File: src/rtl/mem_arbiter.sv
// rtl/mem_arbiter.sv - two-requester (instruction/data) arbiter for one shared memory port
// Optional round-robin contention policy enabled by defining ARBITER_FAIR_EN.
module mem_arbiter #(
  parameter int ADDR_WIDTH = 32,
  parameter int DATA_WIDTH = 32
) (
  input  logic                  clk,
  input  logic                  reset,
  input  logic                  i_req,
  input  logic [ADDR_WIDTH-1:0] i_addr,
  output logic                  i_ack,
  output logic [DATA_WIDTH-1:0] i_rdata,
  input  logic                  d_req,
  input  logic                  d_write,
  input  logic [ADDR_WIDTH-1:0] d_addr,
  input  logic [DATA_WIDTH-1:0] d_wdata,
  output logic                  d_ack,
  output logic [DATA_WIDTH-1:0] d_rdata,
  output logic                  m_req,
  output logic                  m_write,
  output logic [ADDR_WIDTH-1:0] m_addr,
  output logic [DATA_WIDTH-1:0] m_wdata,
  input  logic [DATA_WIDTH-1:0] m_rdata,
  input  logic                  m_ack
);

  typedef enum logic [1:0] {IDLE, BUSY_I, BUSY_D} state_t;
  typedef enum logic {GRANT_I = 1'b0, GRANT_D = 1'b1} grant_t;

  state_t                state_q, state_d;
  grant_t                last_grant_q, last_grant_d;
  logic                  m_req_q, m_req_d;
  logic                  m_write_q, m_write_d;
  logic [ADDR_WIDTH-1:0] m_addr_q, m_addr_d;
  logic [DATA_WIDTH-1:0] m_wdata_q, m_wdata_d;
  logic                  i_ack_q, i_ack_d;
  logic                  d_ack_q, d_ack_d;
  logic [DATA_WIDTH-1:0] i_rdata_q, i_rdata_d;
  logic [DATA_WIDTH-1:0] d_rdata_q, d_rdata_d;

  logic any_ack;
  logic i_qual;
  logic d_qual;
  logic pick_d;

  // The cycle carrying an ack pulse is always an idle bubble, so a held
  // request is never serviced twice and the loser gets no free slot.
  assign any_ack = i_ack_q | d_ack_q;
  assign i_qual  = i_req & ~any_ack;
  assign d_qual  = d_req & ~any_ack;

`ifdef ARBITER_FAIR_EN
  assign pick_d = d_qual & (~i_qual | (last_grant_q == GRANT_I));
`else
  assign pick_d = d_qual;
`endif

  always_comb begin
    state_d      = state_q;
    last_grant_d = last_grant_q;
    m_req_d      = m_req_q;
    m_write_d    = m_write_q;
    m_addr_d     = m_addr_q;
    m_wdata_d    = m_wdata_q;
    i_ack_d      = 1'b0;
    d_ack_d      = 1'b0;
    i_rdata_d    = i_rdata_q;
    d_rdata_d    = d_rdata_q;

    case (state_q)
      IDLE: begin
        if (pick_d) begin
          state_d      = BUSY_D;
          last_grant_d = GRANT_D;
          m_req_d      = 1'b1;
          m_write_d    = d_write;
          m_addr_d     = d_addr;
          m_wdata_d    = d_wdata;
        end else if (i_qual) begin
          state_d      = BUSY_I;
          last_grant_d = GRANT_I;
          m_req_d      = 1'b1;
          m_write_d    = 1'b0;
          m_addr_d     = i_addr;
        end
      end
      BUSY_I: begin
        if (m_ack) begin
          state_d   = IDLE;
          m_req_d   = 1'b0;
          i_ack_d   = 1'b1;
          i_rdata_d = m_rdata;
        end
      end
      BUSY_D: begin
        if (m_ack) begin
          state_d = IDLE;
          m_req_d = 1'b0;
          d_ack_d = 1'b1;
          if (!m_write_q) begin
            d_rdata_d = m_rdata;
          end
        end
      end
      default: begin
        state_d = IDLE;
        m_req_d = 1'b0;
      end
    endcase
  end

  always_ff @(posedge clk or posedge reset) begin
    if (reset) begin
      state_q      <= IDLE;
      last_grant_q <= GRANT_I;
      m_req_q      <= 1'b0;
      m_write_q    <= 1'b0;
      m_addr_q     <= '0;
      m_wdata_q    <= '0;
      i_ack_q      <= 1'b0;
      d_ack_q      <= 1'b0;
      i_rdata_q    <= '0;
      d_rdata_q    <= '0;
    end else begin
      state_q      <= state_d;
      last_grant_q <= last_grant_d;
      m_req_q      <= m_req_d;
      m_write_q    <= m_write_d;
      m_addr_q     <= m_addr_d;
      m_wdata_q    <= m_wdata_d;
      i_ack_q      <= i_ack_d;
      d_ack_q      <= d_ack_d;
      i_rdata_q    <= i_rdata_d;
      d_rdata_q    <= d_rdata_d;
    end
  end

  assign m_req   = m_req_q;
  assign m_write = m_write_q;
  assign m_addr  = m_addr_q;
  assign m_wdata = m_wdata_q;
  assign i_ack   = i_ack_q;
  assign d_ack   = d_ack_q;
  assign i_rdata = i_rdata_q;
  assign d_rdata = d_rdata_q;

endmodule

File: config.mk
export PLATFORM = sky130hd
export DESIGN_NAME = mem_arbiter
export DESIGN_NICKNAME = d
export VERILOG_FILES = /design/src/rtl/mem_arbiter.sv
export SDC_FILE = /design/constraint.sdc
export NUM_CORES = 1
export LEC_CHECK = 0
export BUFFER_PORTS_ARGS = -buffer_cell sky130_fd_sc_hd__clkbuf_2
export CAP_MARGIN = 10
export CELL_PAD_IN_SITES_DETAIL_PLACEMENT = 0
export CELL_PAD_IN_SITES_GLOBAL_PLACEMENT = 1
export CORE_MARGIN = 2
export CORE_UTILIZATION = 39
export DETAILED_ROUTE_END_ITERATION = 12
export GPL_ROUTABILITY_DRIVEN = 0
export PLACE_DENSITY_LB_ADDON = 0.1
export SYNTH_ARGS = -nofsm -noshare
export SYNTH_HDL_FRONTEND = slang
export SYNTH_SLANG_ARGS = --single-unit
File: constraint.sdc
create_clock -name clk -period 8.05 [get_ports clk]
set_input_delay 0.805 -clock clk [delete_from_list [all_inputs] [get_ports clk]]
set_output_delay 0.805 -clock clk [all_outputs]
set_load 0.01 [all_outputs]
==> impl_metrics.ini, run 1 <==
[run_status]
outcome = completed

[logic_synthesis]
synth_edf_count = 0
synth.avg_cell_area_sq_um = 14.5
postSynthCellCount = 384
dominantRegCellSynth = dfrtp_1
ys_warn_count = 0
ys_ff_latch = 134
synth_cell_types = 30
synthArstFlopShare = 1.00
ys_seq_area_frac = 0.603
synthesis.area_sq_mm = 0.00556
synth_nets = 521

[grt]
antenna_found_initial = 0
grt_max_degree = 70
grt_pass1_vias = 4328
grt_usage = 0.190
grt_overflow = 0
grt_pass1_wl_um = 21700

[setup_path]
startpoint_type = flip-flop
required_ns = 8.34
cp-startpoint = state_q[0]$_DFFE_PP0P_
cp_data_arrival_time_ns = 2.58
end_kind = flip-flop
timing.rr.start = state_q[0]$_DFFE_PP0P_
critPathMaxFanout = 57
path_class = flip-flop to flip-flop

[detailed_routing]
wl_per_cell_um = 17.2
dr_total_vias = 4248
routed_wirelength_um = 14500
drt-vias-per-instance = 5.06
first_pass_iters = 4
drc_errors = 0
final_antenna_net_count = 0
first_iter_violations = 128

[sta]
skew_ns = 0.00370
hold_ws_ns = 0.492
postLayoutSetupSlackWorst_ns = 5.76
clock.fmax_mhz = 438
rsz0062_at_grt = no
finalSetupViolations = 0
fin_tns_setup_ns = 0
tightestPinTransition_ns = 0.992
maxSlewHeadroom = 0.338
fin_crit_sh = 0.284
hold_viol = 0
min_period_ns = 2.29
report.final.slew_viol_count = 0

[clock_tree]
cts_buffers = 17
clkLatencyLatePin_ns = 0.41
cts-root-buf = clkbuf_16
clk_path_buf_depth = 2
clk_pin_slew_ns = 0.05
cts_resized = 0
h-tree-depth = 4
postCtsSetupBuffers = 0
cts_hold_buffers = 0
cts_tree = done
clock_sinks = 134

[placement]
dp_hpwl_um = 10500
dp_slack_ns = 5.53
dpl.cell_count = 809
port-buffer-count = 265
placed_area_sq_mm = 0.00701

[hold_path]
worstHoldStart = m_addr[1]$_DFFE_PP0P_
hold_class = flip-flop to flip-flop

[finish]
insertedDiodeCount = 0
fin_area_sq_mm = 0.00753
layout_commonest_cell = clkbuf_2
layout-drive-gt1-share = 0.628
stdcell_count = 839
final_util = 0.543
synthToLayoutAreaGrowth_pct = 35.6
layout_common_cells = clkbuf_2, dfrtp_1, mux2_2
layout.nets = 785

[pwr]
power.density_mw_per_mm2 = 422
peakVddDrop_uv = 202
p_leak_nw = 3.74
power_mw = 3.18

[die]
die_h_um = 123
initial_utilization = 0.400
ios = 266
fp.dieArea_sq_mm = 0.0152
coreArea_sq_mm = 0.0139
core.rowCount = 43
die_w_um = 123

[run]
cap_violations = 0
==> power by group <==
group | total, mW | internal (mW) | switching, mW
clock | 0.697 | 0.435 | 0.262
sequential | 1.22 | 1.02 | 0.203
combinational | 1.26 | 0.620 | 0.639
total | 3.18 | 2.07 | 1.10
==> worst max-delay path: stages (launching register included) <==
cell,delay (ns)
dfrtp_1,0.42
inv_1,0.10
ha_1,0.31
and4bb_2,0.26
buf_4,0.62
mux2_2,0.42
==> worst paths after layout <==
check | end | slack (ns) | depth (start not counted)
max in group asynchronous | m_wdata[16]$_DFFE_PP0P_ | 6.12 | 3
worst max register to register | m_wdata[13]$_DFFE_PP0P_ | 5.76 | 5
worst min register to register | m_addr[1]$_DFFE_PP0P_ | 0.49 | 1
min in group asynchronous | d_rdata[5]$_DFFE_PP0P_ | 0.55 | 2
worst min-delay path | m_addr[1]$_DFFE_PP0P_ | 0.49 | 1
worst max-delay path | m_wdata[13]$_DFFE_PP0P_ | 5.76 | 5
==> logic make-up after synthesis <==
kind of cell	count (synthesis)	share of synthesized area
AOI/OAI and AO/OA	71	0.120
adders and majority gates	3	0.00675
buffers and inverters	32	0.0306
DFF	134	0.603
muxes	96	0.195
and+or+nand+nor	48	0.0443
==> per-layer routing <==
metal | vias up | routed length [um] | global-route usage | share of wire
met4 | 0 | 351 | 0.0902 | 0.024
met1 | 2096 | 5600 | 0.220 | 0.39
met2 | 177 | 7080 | 0.304 | 0.49
met3 | 25 | 1430 | 0.0798 | 0.099
li1 | 1950 | - | - | -
met5 | - | 0 | 0 | 0
==> area by class of cell <==
cell class / instances / area (sq um)
Clock buffer: 25 / 475
Sequential cell: 134 / 3350
Tap cell: 180 / 225
Fill cell: 1253 / 6350
Timing Repair Buffer: 271 / 1370
Clock inverter: 5 / 50.0
Multi-Input combinational cell: 218 / 2030
Inverter: 6 / 25.0
==> cell usage after synthesis, drive strengths merged (2+ instances only) <==
master | instances | area (sq um)
o2bb2ai | 8 | 70.1
nor2b | 2 | 12.5
inv | 6 | 22.5
nand2b | 2 | 12.5
o311ai | 2 | 17.5
dfrtp | 134 | 3350
o211ai | 2 | 15.0
nor2 | 2 | 7.51
and2 | 9 | 56.3
a31oi | 8 | 50.1
a32oi | 24 | 210
ha | 3 | 37.5
clkbuf | 10 | 37.5
nand4 | 2 | 12.5
and4bb | 2 | 25.0
buf | 16 | 110
a22oi | 24 | 280
nand2 | 26 | 97.6
mux2 | 96 | 1080
==> state kept, by name, summed over array words and instances (netlist names) <==
signal,flops
d_ack,1
d_rdata,32
i_ack,1
i_rdata,32
m_addr,32
m_req,1
m_wdata,32
m_write,1
state_q,2
Power figures use the tool's default switching activity.
==> run 2: changes to the inputs <==
--- a/config.mk
+++ b/config.mk
@@ -5,12 +5,13 @@
 export SDC_FILE = /design/constraint.sdc
 export NUM_CORES = 1
 export LEC_CHECK = 0
+export ABC_AREA = 1
 export BUFFER_PORTS_ARGS = -buffer_cell sky130_fd_sc_hd__clkbuf_2
 export CAP_MARGIN = 10
 export CELL_PAD_IN_SITES_DETAIL_PLACEMENT = 0
 export CELL_PAD_IN_SITES_GLOBAL_PLACEMENT = 1
 export CORE_MARGIN = 2
-export CORE_UTILIZATION = 39
+export CORE_UTILIZATION = 29
 export DETAILED_ROUTE_END_ITERATION = 12
 export GPL_ROUTABILITY_DRIVEN = 0
 export PLACE_DENSITY_LB_ADDON = 0.1
==> constraint.sdc (replaced) <==
create_clock -name clk -period 1.9 [get_ports clk]
set_input_delay 0.19 -clock clk [delete_from_list [all_inputs] [get_ports clk]]
set_output_delay 0.19 -clock clk [all_outputs]
set_load 0.01 [all_outputs]
==> impl_metrics.ini, run 2 <==
[placement]
port-buffer-count = 265
placed_area_sq_mm = 0.00718
dp_hpwl_um = 11500

[sta]
fin_tns_setup_ns = 0
tightestPinTransition_ns = 0.534
clock.fmax_mhz = 626
finalSetupViolations = 0
skew_ns = 0.0108
fin_crit_sh = 0.840
hold_viol = 0
report.final.slew_viol_count = 0
rsz0062_at_grt = no
min_period_ns = 1.60
maxSlewHeadroom = 0.643

[logic_synthesis]
synth-simple-area-share = 0.268
postSynthCellCount = 662
yosysTopAreaCellShare = 0.605
ys_seq_area_frac = 0.605
synth_xor_area_frac = 0
muxShareOfSynthArea = 0
ys_warn_count = 0
synth_top_family_by_area = simple AND/OR/NAND/NOR gates
synthArstFlopShare = 1.00
ys_ff_latch = 134
synthAdderAreaFrac = 0.00677
synth_edf_count = 0
synth_compound_area_frac = 0.0601
yosysTopAreaCell = dfrtp_1
dominantRegCellSynth = dfrtp_1
netlist_top_cells_count = nand2_1, dfrtp_1, o21ai_0
synthesis.area_sq_mm = 0.00554
synth_area_leaders = dfrtp_1, nand2_1, o21ai_0, inv_1, nand3_1
synthMostInstantiatedCell = nand2_1
synth_nets = 799
synth.avg_cell_area_sq_um = 8.37
synth_cell_types = 16

[die]
fp.dieArea_sq_mm = 0.0202
die_h_um = 142
core.rowCount = 50
coreArea_sq_mm = 0.0187
die_w_um = 142
initial_utilization = 0.296
ios = 266

[pwr]
p_sw_mw = 4.97
seqPwrFrac = 0.365
netSwitchingFraction = 0.370
p_int_mw = 8.46
power.density_mw_per_mm2 = 1640
peakVddDrop_uv = 709
combPwrFrac = 0.361
clkPwrFrac = 0.274
power_mw = 13.4
p_leak_nw = 4.76

[setup_path]
startpoint_type = flip-flop
end_kind = flip-flop
critPathMaxFanout = 32
r2r_slack_ns = 0.30
required_ns = 2.25
path_class = flip-flop to flip-flop
cp_data_arrival_time_ns = 1.95

[clock_tree]
postCtsSetupBuffers = 0
cts-root-buf = clkbuf_16
cts_hold_buffers = 35
h-tree-depth = 4
cts_tree = done
clk_pin_slew_ns = 0.06
clkLatencyLatePin_ns = 0.42
clock_sinks = 134
cts_resized = 0
clk_path_buf_depth = 2
cts_buffers = 17

[run]
cap_violations = 0

[detailed_routing]
drt-vias-per-instance = 4.31
wl_per_cell_um = 13.2
first_iter_violations = 168
first_pass_iters = 4
final_antenna_net_count = 0
drc_errors = 0
dr_total_vias = 5203
routed_wirelength_um = 15900

[run_status]
outcome = completed

[grt]
grt_max_degree = 80
antenna_found_initial = 0
grt_pass1_vias = 5129
grt_pass1_wl_um = 25400
grt_usage = 0.158
grt_overflow = 0

[hold_path]
hold_class = primary input to flip-flop

[finish]
layout_common_cells = nand2_1, clkbuf_2, dfrtp_1
layout_commonest_cell = nand2_1
layout.nets = 1095
synthToLayoutAreaGrowth_pct = 47.8
layout-drive-gt1-share = 0.325
fin_area_sq_mm = 0.00819
-- run 2: cell types whose count changed after synthesis, sizes merged, moves of 3 or more --
cell / delta
a32oi: -24
and2: -9
nor2: +3
o2bb2ai: -8
nand2: +313
clkbuf: +5
nand3: +32
mux2: -96
buf: +4
o21ai: +64
a31oi: -8
inv: +41
a22oi: -24
-- run 2: per-layer routing --
metal  track usage  vias to the layer above  wire, um  part of all wire
met3        0.0589                       21      1380             0.087
met2         0.258                      167      7590              0.48
met4        0.0616                        0       255             0.016
li1              -                     2626         -                 -
met5             0                        -         0                 0
met1         0.190                     2389      6660              0.42
-- run 2: cells by family (layout without fill, tap and decap cells) --
group	after synthesis	in the layout
AND/OR/NAND/NOR	377	377
flip-flops	134	134
buffers and inverters	82	391
AO/OA/AOI/OAI	66	66
adder cells (fa/ha/maj)	3	3
other	0	1
-- run 2: worst paths after layout --
| check | startpoint | to | cells after the start |
|---|---|---|---|
| hold / removal | d_wdata[25] | m_wdata[25]$_DFFE_PP0P_ | 3 |
| hold reg to reg | m_wdata[23]$_DFFE_PP0P_ | m_wdata[23]$_DFFE_PP0P_ | 2 |
| setup / recovery | state_q[0]$_DFFE_PP0P_ | m_wdata[3]$_DFFE_PP0P_ | 7 |
| setup reg to reg | state_q[0]$_DFFE_PP0P_ | m_wdata[3]$_DFFE_PP0P_ | 7 |
| max in group asynchronous | reset | m_wdata[29]$_DFFE_PP0P_ | 4 |
| min in group asynchronous | reset | i_rdata[0]$_DFFE_PP0P_ | 4 |
-- run 2: area by class of cell --
type / instances / area [sq um]
Fill cell: 1891 / 10500
Sequential cell: 134 / 3350
Multi-Input combinational cell: 446 / 1860
Timing Repair Buffer: 312 / 1840
Clock buffer: 19 / 443
Tap cell: 234 / 293
Clock inverter: 13 / 218
Inverter: 47 / 180
Antenna cell: 1 / 2.50
-- run 2: critical path, cell delays in order, from the launching register on --
cell and delay (ns):
dfrtp_1 0.39, inv_1 0.07, ha_1 0.25, inv_1 0.16
nor2_4 0.06, inv_2 0.40, nand2_1 0.12, nand2_1 0.08
-- run 2: power groups by stage --
| stage | Combinational [mW] | Sequential [mW] | Clock, mW |
|---|---|---|---|
| detailed placement | 4.91 | 4.93 | 0 |
| global placement | 4.84 | 4.90 | 0 |
| floorplan | 2.09 | 5.48 | 0 |
| global route | 5.51 | 5.08 | 3.90 |
| CTS | 4.97 | 4.91 | 3.77 |
| finish | 4.84 | 4.90 | 3.68 |
-- run 2: through the flow --
step                 util  setup slack [ns]  hold WS, ns  std cells
floorplan               -            0.0448        0.307        662
global placement    0.384             0.395        0.317       1138
detailed placement  0.384             0.303        0.331       1138
CTS                 0.438             0.305      0.00188       1205
global route        0.438             0.176       0.0192       1205
finish              0.438             0.304       0.0176       1206
